==> src/rtl/lcd1602_freq_formatter.sv <==
// Character source for the LCD1602 write master: sequential double-dabble of a binary
// frequency plus a 32-char frame served by char_count/data_display, one step per master write.
module lcd1602_freq_formatter #(
    parameter int FREQ_W = 27,
    parameter int DIGITS = 8
) (
    input  logic              lcd_clk,
    input  logic              rst,
    input  logic [FREQ_W-1:0] freq_value,
    input  logic              freq_valid,
    input  logic              lcd_we,
    output logic [4:0]        char_count,
    output logic [7:0]        data_display,
    output logic              busy,
    output logic [1:0]        dbg_state
);

    localparam int                BCD_W     = 4 * DIGITS;
    localparam int                CNT_W     = $clog2(FREQ_W);
    localparam logic [FREQ_W-1:0] MAX_SHOWN = FREQ_W'(99_999_999);
    localparam logic [127:0]      BANNER    = "FREQUENCY METER ";
    localparam logic [63:0]       OVF_TEXT  = "OVERFLOW";

    typedef enum logic [1:0] {
        IDLE    = 2'd0,
        CONVERT = 2'd1,
        DONE    = 2'd2
    } state_t;

    state_t             state_q;
    logic [FREQ_W-1:0]  bin_q, bin_d;
    logic [BCD_W-1:0]   bcd_q, bcd_d, bcd_adj;
    logic [BCD_W-1:0]   shadow_bcd_q, shown_bcd_q;
    logic               ovf_q, shadow_ovf_q, shown_ovf_q;
    logic [CNT_W-1:0]   bit_cnt_q;
    logic               busy_q, pending_q;
    logic [4:0]         char_cnt_q;
    logic               frame_wrap;
    logic [DIGITS-1:0]  blank;
    logic               seen_nz;
    int                 pos, fi;

    // Strobes: freq_valid is honoured only in IDLE; lcd_we advances the char index on the
    // same edge the master samples data_display, so the master gets the pre-increment char.
    assign frame_wrap   = lcd_we && (char_cnt_q == 5'd31);
    assign char_count   = char_cnt_q;
    assign busy         = busy_q;
    assign dbg_state    = state_q;

    always_comb begin
        bcd_adj = bcd_q;
        for (int i = 0; i < DIGITS; i++) begin
            if (bcd_q[4*i +: 4] >= 4'd5) bcd_adj[4*i +: 4] = bcd_q[4*i +: 4] + 4'd3;
        end
        {bcd_d, bin_d} = {bcd_adj, bin_q} << 1;
    end

    always_ff @(posedge lcd_clk or posedge rst) begin
        if (rst) begin
            state_q      <= IDLE;
            bin_q        <= '0;
            bcd_q        <= '0;
            ovf_q        <= 1'b0;
            bit_cnt_q    <= '0;
            busy_q       <= 1'b0;
            pending_q    <= 1'b0;
            shadow_bcd_q <= '0;
            shadow_ovf_q <= 1'b0;
            shown_bcd_q  <= '0;
            shown_ovf_q  <= 1'b0;
            char_cnt_q   <= 5'd0;
        end else begin
            if (lcd_we) char_cnt_q <= char_cnt_q + 5'd1;
            case (state_q)
                IDLE: begin
                    if (freq_valid) begin
                        bin_q     <= freq_value;
                        bcd_q     <= '0;
                        ovf_q     <= (freq_value > MAX_SHOWN);
                        bit_cnt_q <= CNT_W'(FREQ_W - 1);
                        busy_q    <= 1'b1;
                        state_q   <= CONVERT;
                    end
                end
                CONVERT: begin
                    bcd_q <= bcd_d;
                    bin_q <= bin_d;
                    if (bit_cnt_q == '0) state_q <= DONE;
                    else bit_cnt_q <= bit_cnt_q - 1'b1;
                end
                DONE: begin
                    shadow_bcd_q <= bcd_q;
                    shadow_ovf_q <= ovf_q;
                    busy_q       <= 1'b0;
                    state_q      <= IDLE;
                end
                default: state_q <= IDLE;
            endcase
            // Frame swap only at the end of line 2; a DONE on that edge keeps pending set.
            if (frame_wrap && pending_q) begin
                shown_bcd_q <= shadow_bcd_q;
                shown_ovf_q <= shadow_ovf_q;
            end
            if (state_q == DONE) pending_q <= 1'b1;
            else if (frame_wrap) pending_q <= 1'b0;
        end
    end

    always_comb begin
        data_display = 8'h20;
        blank        = '0;
        seen_nz      = 1'b0;
        pos          = int'(char_cnt_q);
        fi           = 0;
        for (int i = 0; i < DIGITS; i++) begin
            if (shown_bcd_q[4*(DIGITS-1-i) +: 4] != 4'd0) seen_nz = 1'b1;
            blank[i] = !seen_nz && (i != DIGITS - 1);
        end
        if (pos < 16) begin
            data_display = BANNER[8*(15-pos) +: 8];
        end else if (pos >= 18 && pos <= 25) begin
            fi = pos - 18;
            if (shown_ovf_q)    data_display = OVF_TEXT[8*(7-fi) +: 8];
            else if (blank[fi]) data_display = 8'h20;
            else data_display = 8'h30 + {4'h0, shown_bcd_q[4*(DIGITS-1-fi) +: 4]};
        end else if (pos == 27) begin
            data_display = 8'h48;
        end else if (pos == 28) begin
            data_display = 8'h7A;
        end
    end

endmodule

==> config.mk <==
export PLATFORM = sky130hd
export DESIGN_NAME = lcd1602_freq_formatter
export DESIGN_NICKNAME = d
export VERILOG_FILES = /design/src/rtl/lcd1602_freq_formatter.sv
export SDC_FILE = /design/constraint.sdc
export NUM_CORES = 1
export LEC_CHECK = 0
export ABC_CLOCK_PERIOD_IN_PS = 12900
export BUFFER_PORTS_ARGS = -buffer_cell sky130_fd_sc_hd__clkbuf_2
export CAP_MARGIN = 5
export CORE_MARGIN = 5
export CORE_UTILIZATION = 64
export CTS_BUF_LIST = sky130_fd_sc_hd__clkbuf_4
export CTS_CLUSTER_DIAMETER = 60
export DETAILED_ROUTE_END_ITERATION = 7
export GPL_TIMING_DRIVEN = 0
export PLACE_DENSITY = 0.82
export SETUP_SLACK_MARGIN = 0.15
export SYNTH_ARGS = -nofsm -noshare
export SYNTH_HDL_FRONTEND = slang
export SYNTH_SLANG_ARGS = --single-unit
export TNS_END_PERCENT = 100
==> constraint.sdc <==
create_clock -name lcd_clk -period 12.9 [get_ports lcd_clk]
set_input_delay 1.29 -clock lcd_clk [delete_from_list [all_inputs] [get_ports lcd_clk]]
set_output_delay 1.29 -clock lcd_clk [all_outputs]
set_load 0.01 [all_outputs]
Word-level counts from Yosys, hierarchy flattened
Cells that the tools add are included.

storage, ports and cells
  register bits after elaboration = 140
  output and inout bits = 16
  logic and storage cells = 115

cells by class
  add/sub/neg operators = 14
  order comparisons = 13
  equality and inequality tests = 8
  shifts and indexed selects = 3
  multiplexer cells = 38
  reduce and logical (&&, ||, !) cells = 27

operator list
  operator                                                    number
  indexed part select 128 x 9 -> 8 bit, first input constant  1
  one-hot mux 32 bit (2 select lines)                         1
  indexed part select 64 x 10 -> 8 bit, first input constant  1
  one-hot mux 27 bit (2 select lines)                         1
  >= comparator 4 x 3 -> 1 bit, second input constant         8
  two-way mux 32 bit                                          1
  indexed part select 32 x 9 -> 4 bit                         1
  adder 4 x 2 -> 4 bit, second input constant                 7
  two-way mux 4 bit                                           7
  nonzero test 4 bit                                          7
  > comparator 27 bit, second input constant                  1
  two-way mux 27 bit                                          1
  two-way mux 8 bit                                           3
  two-way mux 7 bit                                           3
  two-way mux 1 bit                                           12
  two-way mux 5 bit                                           2
  one-hot mux 5 bit (2 select lines)                          1
  AND reduction 2 bit                                         4
  adder 6 x 4 -> 7 bit, first input constant                  1
  zero test 1 bit                                             7
  subtractor 4 x 6 -> 7 bit, first input constant             1
  < comparator 6 x 5 -> 1 bit, second input constant          1
  != test 2 bit, second input constant                        3
  nonzero test 2 bit                                          3
  other kinds (22)                                            25

Logic depth before layout (Yosys ltp)
  depth in word-level cells = 16
  gate-level depth with buffers = 8

Worst setup path after synthesis
No wires, ideal clock.

  kind = register to output
  start = register char_cnt_q[1] (netlist: char_count[1])
  end = output data_display[0]
  arrival time = 2.448 ns
  required time = 11.610 ns
  setup slack = 9.162 ns
  cell stages (with the launch flop) = 9
  path buffers = 2
  path through = dfrtp_1 > clkbuf_8 > clkinv_1 > ha_1 > buf_6 > mux4_1 > mux2i_1 > o22ai_1 > a21o_1

between the ends
  cells in the longest elaborated chain, start to end = 8
  elaborated cells between the ends (all ways) = 20
  classes of those cells = 4 x add/sub; 3 x order compare; 1 x eq/ne; 3 x shift; 8 x mux; 1 x reduce/logical

RTL lines
  item                                                                                        line           RTL
  start, declared                                                                             37             logic [4:0] char_cnt_q;
  start signal, assigned                                                                      73             if (lcd_we) char_cnt_q <= char_cnt_q + 5'd1;
  subtractor 5 x 5 -> 6 bit                                                                   122            fi = pos - 18;
  subtractor 4 x 6 -> 7 bit / binary-select mux 1 bit (select 3 bit) (equally long branches)  123, 125, 124
  indexed part select 32 x 9 -> 4 bit / two-way mux 1 bit (equally long branches)             125, 124
  adder 6 x 4 -> 7 bit / two-way mux 1 bit (equally long branches)                            125, 124
  two-way mux 7 bit                                                                           124            else if (blank[fi]) data_display = 8'h20;
  two-way mux 8 bit                                                                           123            if (shown_ovf_q) data_display = OVF_TEXT[8*(7-fi) +: 8];
  two-way mux 8 bit                                                                           121            end else if (pos >= 18 && pos <= 25) begin
  two-way mux 8 bit (*)                                                                       119            if (pos < 16) begin
  end, declared                                                                               13             output logic [7:0] data_display,

Mark *: on every way between the ends. The rest lies on a longest branch, timed or not. The select of a mux whose other input is x is not followed.

Final worst setup path
Ends and elaborated chain as after synthesis.

==> metrics <==
outcome=complete, no violations; initial antenna violation count=0; RSZ-0062 raised after global routing=no; r2r startpoint=char_count[1]; grt total ovfl=0; Post-synth EDFFs=0; clock sink total=140; Slowest cell on crit path=mux4_1; die height=115 µm; TritonCTS buffer count=17; cells on worst reg2reg path=6; Post-synth ARST share=100%; drt wl/cell=17.6 µm; initial DRC count=383; layout cell share with drive strength beyond 1=25.8%; Rel. slew slack=61.3%; Area contributors post-synth=dfrtp_1, mux2_2, ha_1; port bufs=44; dpl hpwl=11.2 mm; Netlist cell types=59; Worst VDD drop=0.139 mV; Ports=47; TritonRoute pass-1 iters=7; mapped cell area=0.00703 mm²; clk_lat worst skew=0.52 ns; hold endpoint=shown_bcd_q[0]; leakage component of the power=3.61 nW; Die Width=115 µm; skew final=0.0153 ns; # setup viols final=0; nets=765; Critical Path AT=3.39 ns; H-tree depth=4; core area=0.0108 mm²; CTS root buf=clkbuf_4; WP data required=11.61 ns; setup TNS=0 ns; Row Count=38; fin util=71.5%; hold depth=1; synthesis warning total=0; Tot GR Track Use=24.5%; clk buf depth=2; Post-Place Setup Slack=8.78 ns; Antenna Nets Post-Route=0; Seq/Total Area, Yosys=49.8%; Synth top area share=49.8%; CP Launch Type=register; ANT cells=0; min cycle time layout=4.68 ns; fin. max-slew vios=0; Resized Gates After CTS=0; most frequent cells in the layout=dfrtp_1, nand2_1, mux2_2; pwr dens=242 mW/mm²; Finished Cell Area=0.00772 mm²; final WL=15.1 mm; R2R setup slack=10.63 ns; Hold Buf Count CTS=0; ys flop type=dfrtp_1; fin crit share=36.3%; Starting Density=65.2%; Syn Inst Count=644; reg2reg end=shown_bcd_q[29]; post-CTS setup buffers=0; first-pass GRT wire length=25.6 mm; final-report hold violation count=0; measured slew at the worst slew-check pin=0.581 ns; Largest stage delay, worst path=0.56 ns; #FFs+latches synth=140; via count=5249; Synthesized Nets=701; Area Overhead vs Synth=9.75%; critical path cell sequence=clkbuf_8, clkinv_1, ha_1, buf_6, mux4_1, mux2i_1, o22ai_1, a21o_1, clkbuf_2; clk slew on worst S/H paths=0.12 ns; critical path class=reg -> out; crit path max fanout=10; syn_area_per_cell=10.9 µm²; hold slack=0.512 ns; Synth area leader=dfrtp_1; Crit. End Element=primary output; GP Congestion=0.965; max cap viols=0; HP Start=shadow_bcd_q[0]; largest net degree at the start of global routing=97; commonest non-fill, non-tap cell in the layout=dfrtp_1; DRC Markers=0; Final Worst Setup Slack=8.22 ns; Peak Freq=0.213 GHz; drt via density=6.10; TritonCTS clock tree=built; Hold WC Path Type=reg -> reg; vias in the first global route=5280; die area=0.0132 mm²; dpl cell area=0.00746 mm²
cells in the mapped netlist (all sizes together) (2+ instances only):
| cell type | number |
|---|---|
| dfrtp | 140 |
| nand2 | 74 |
| mux2 | 68 |
| nor2 | 45 |
| a21oi | 30 |
| a31oi | 30 |
| o21ai | 27 |
| ha | 26 |
| buf | 24 |
| inv | 23 |
| o22ai | 17 |
| clkbuf | 14 |
| xnor2 | 11 |
| nand2b | 10 |
| a32o | 8 |
| mux4 | 8 |
| o31ai | 8 |
| nand3 | 7 |
| nor4 | 7 |
| xor2 | 7 |
| a21o | 5 |
| and3 | 5 |
| mux2i | 5 |
| nor3b | 5 |
| nand4 | 4 |
| nor2b | 3 |
| nor3 | 3 |
| o32ai | 3 |
| or2 | 3 |
| a21bo | 2 |
| o2111ai | 2 |
| o211ai | 2 |
| or3 | 2 |
per-layer routing:
metal  track usage [%]  vias to the layer above  part of all wire, %  wire, µm
met1              30.9                     2581                   42      6390
met2              41.3                      189                   50      7610
li1                  -                     2434                    -         -
met3              5.63                       45                  4.7       712
met5                 0                        -                    0         0
met4              9.78                        0                  2.6       397
where the power goes:
group	internal (W)	leakage, nW	total (W)	switching [W]
clock network	0.0000976	0.131	0.000256	0.000158
registers	0.000619	1.77	0.000779	0.000161
logic	0.000390	1.70	0.000829	0.000439
logic make-up after synthesis:
kind of cell	share of synthesized area, %
AND/OR/NAND/NOR	11.7
AO/OA/AOI/OAI	13.0
flip-flops	49.8
multiplexers	14.2
buffers and inverters	4.38
adder cells (fa/ha/maj)	4.63
XOR/XNOR	2.24
other	0.0533
per-stage QoR:
stage                     total power [W]  cells
after global placement            0.00155    828
after CTS                         0.00186    861
after floorplan                   0.00138    644
final                             0.00186    861
after detailed placement          0.00161    829
after global routing              0.00200    861
state kept, by name (all words and copies together), names as in the netlist, 2 cells and up:
name,flops
bcd_q,32
bin_q,27
bit_cnt_q,5
char_count,5
dbg_state,2
shadow_bcd_q,32
shown_bcd_q,32
worst max path at each step:
| stage | from | to | depth (start not counted) |
|---|---|---|---|
| 6_report | char_count[1] | data_display[0] | 9 |
| 3_5_place_dp | char_count[1] | data_display[0] | 9 |
| 2_1_floorplan | rst | bcd_q[0] | 1 |
| 5_1_grt | char_count[1] | data_display[0] | 9 |
| 3_3_place_gp | rst | bin_q[4] | 2 |
| 4_1_cts | char_count[1] | data_display[0] | 9 |
final cells by class:
cell class                      count  area (µm²)
Inverter                           24        97.6
Buffer                             38         215
Clock inverter                     14         123
Timing Repair Buffer               45         248
Sequential cell                   140        3500
Fill cell                         750        3080
Clock buffer                       18         135
Tap cell                          140         175
Multi-Input combinational cell    442        3220
worst max-delay path: cells and delay by family, from the launching register on:
kind	cells	cell delay (ns)
buf+inv	4	0.86
mux	2	0.70
flops	1	0.55
fa+ha+maj	1	0.48
compound gates	2	0.29
Note: power is estimated with default switching activity, not from simulation.
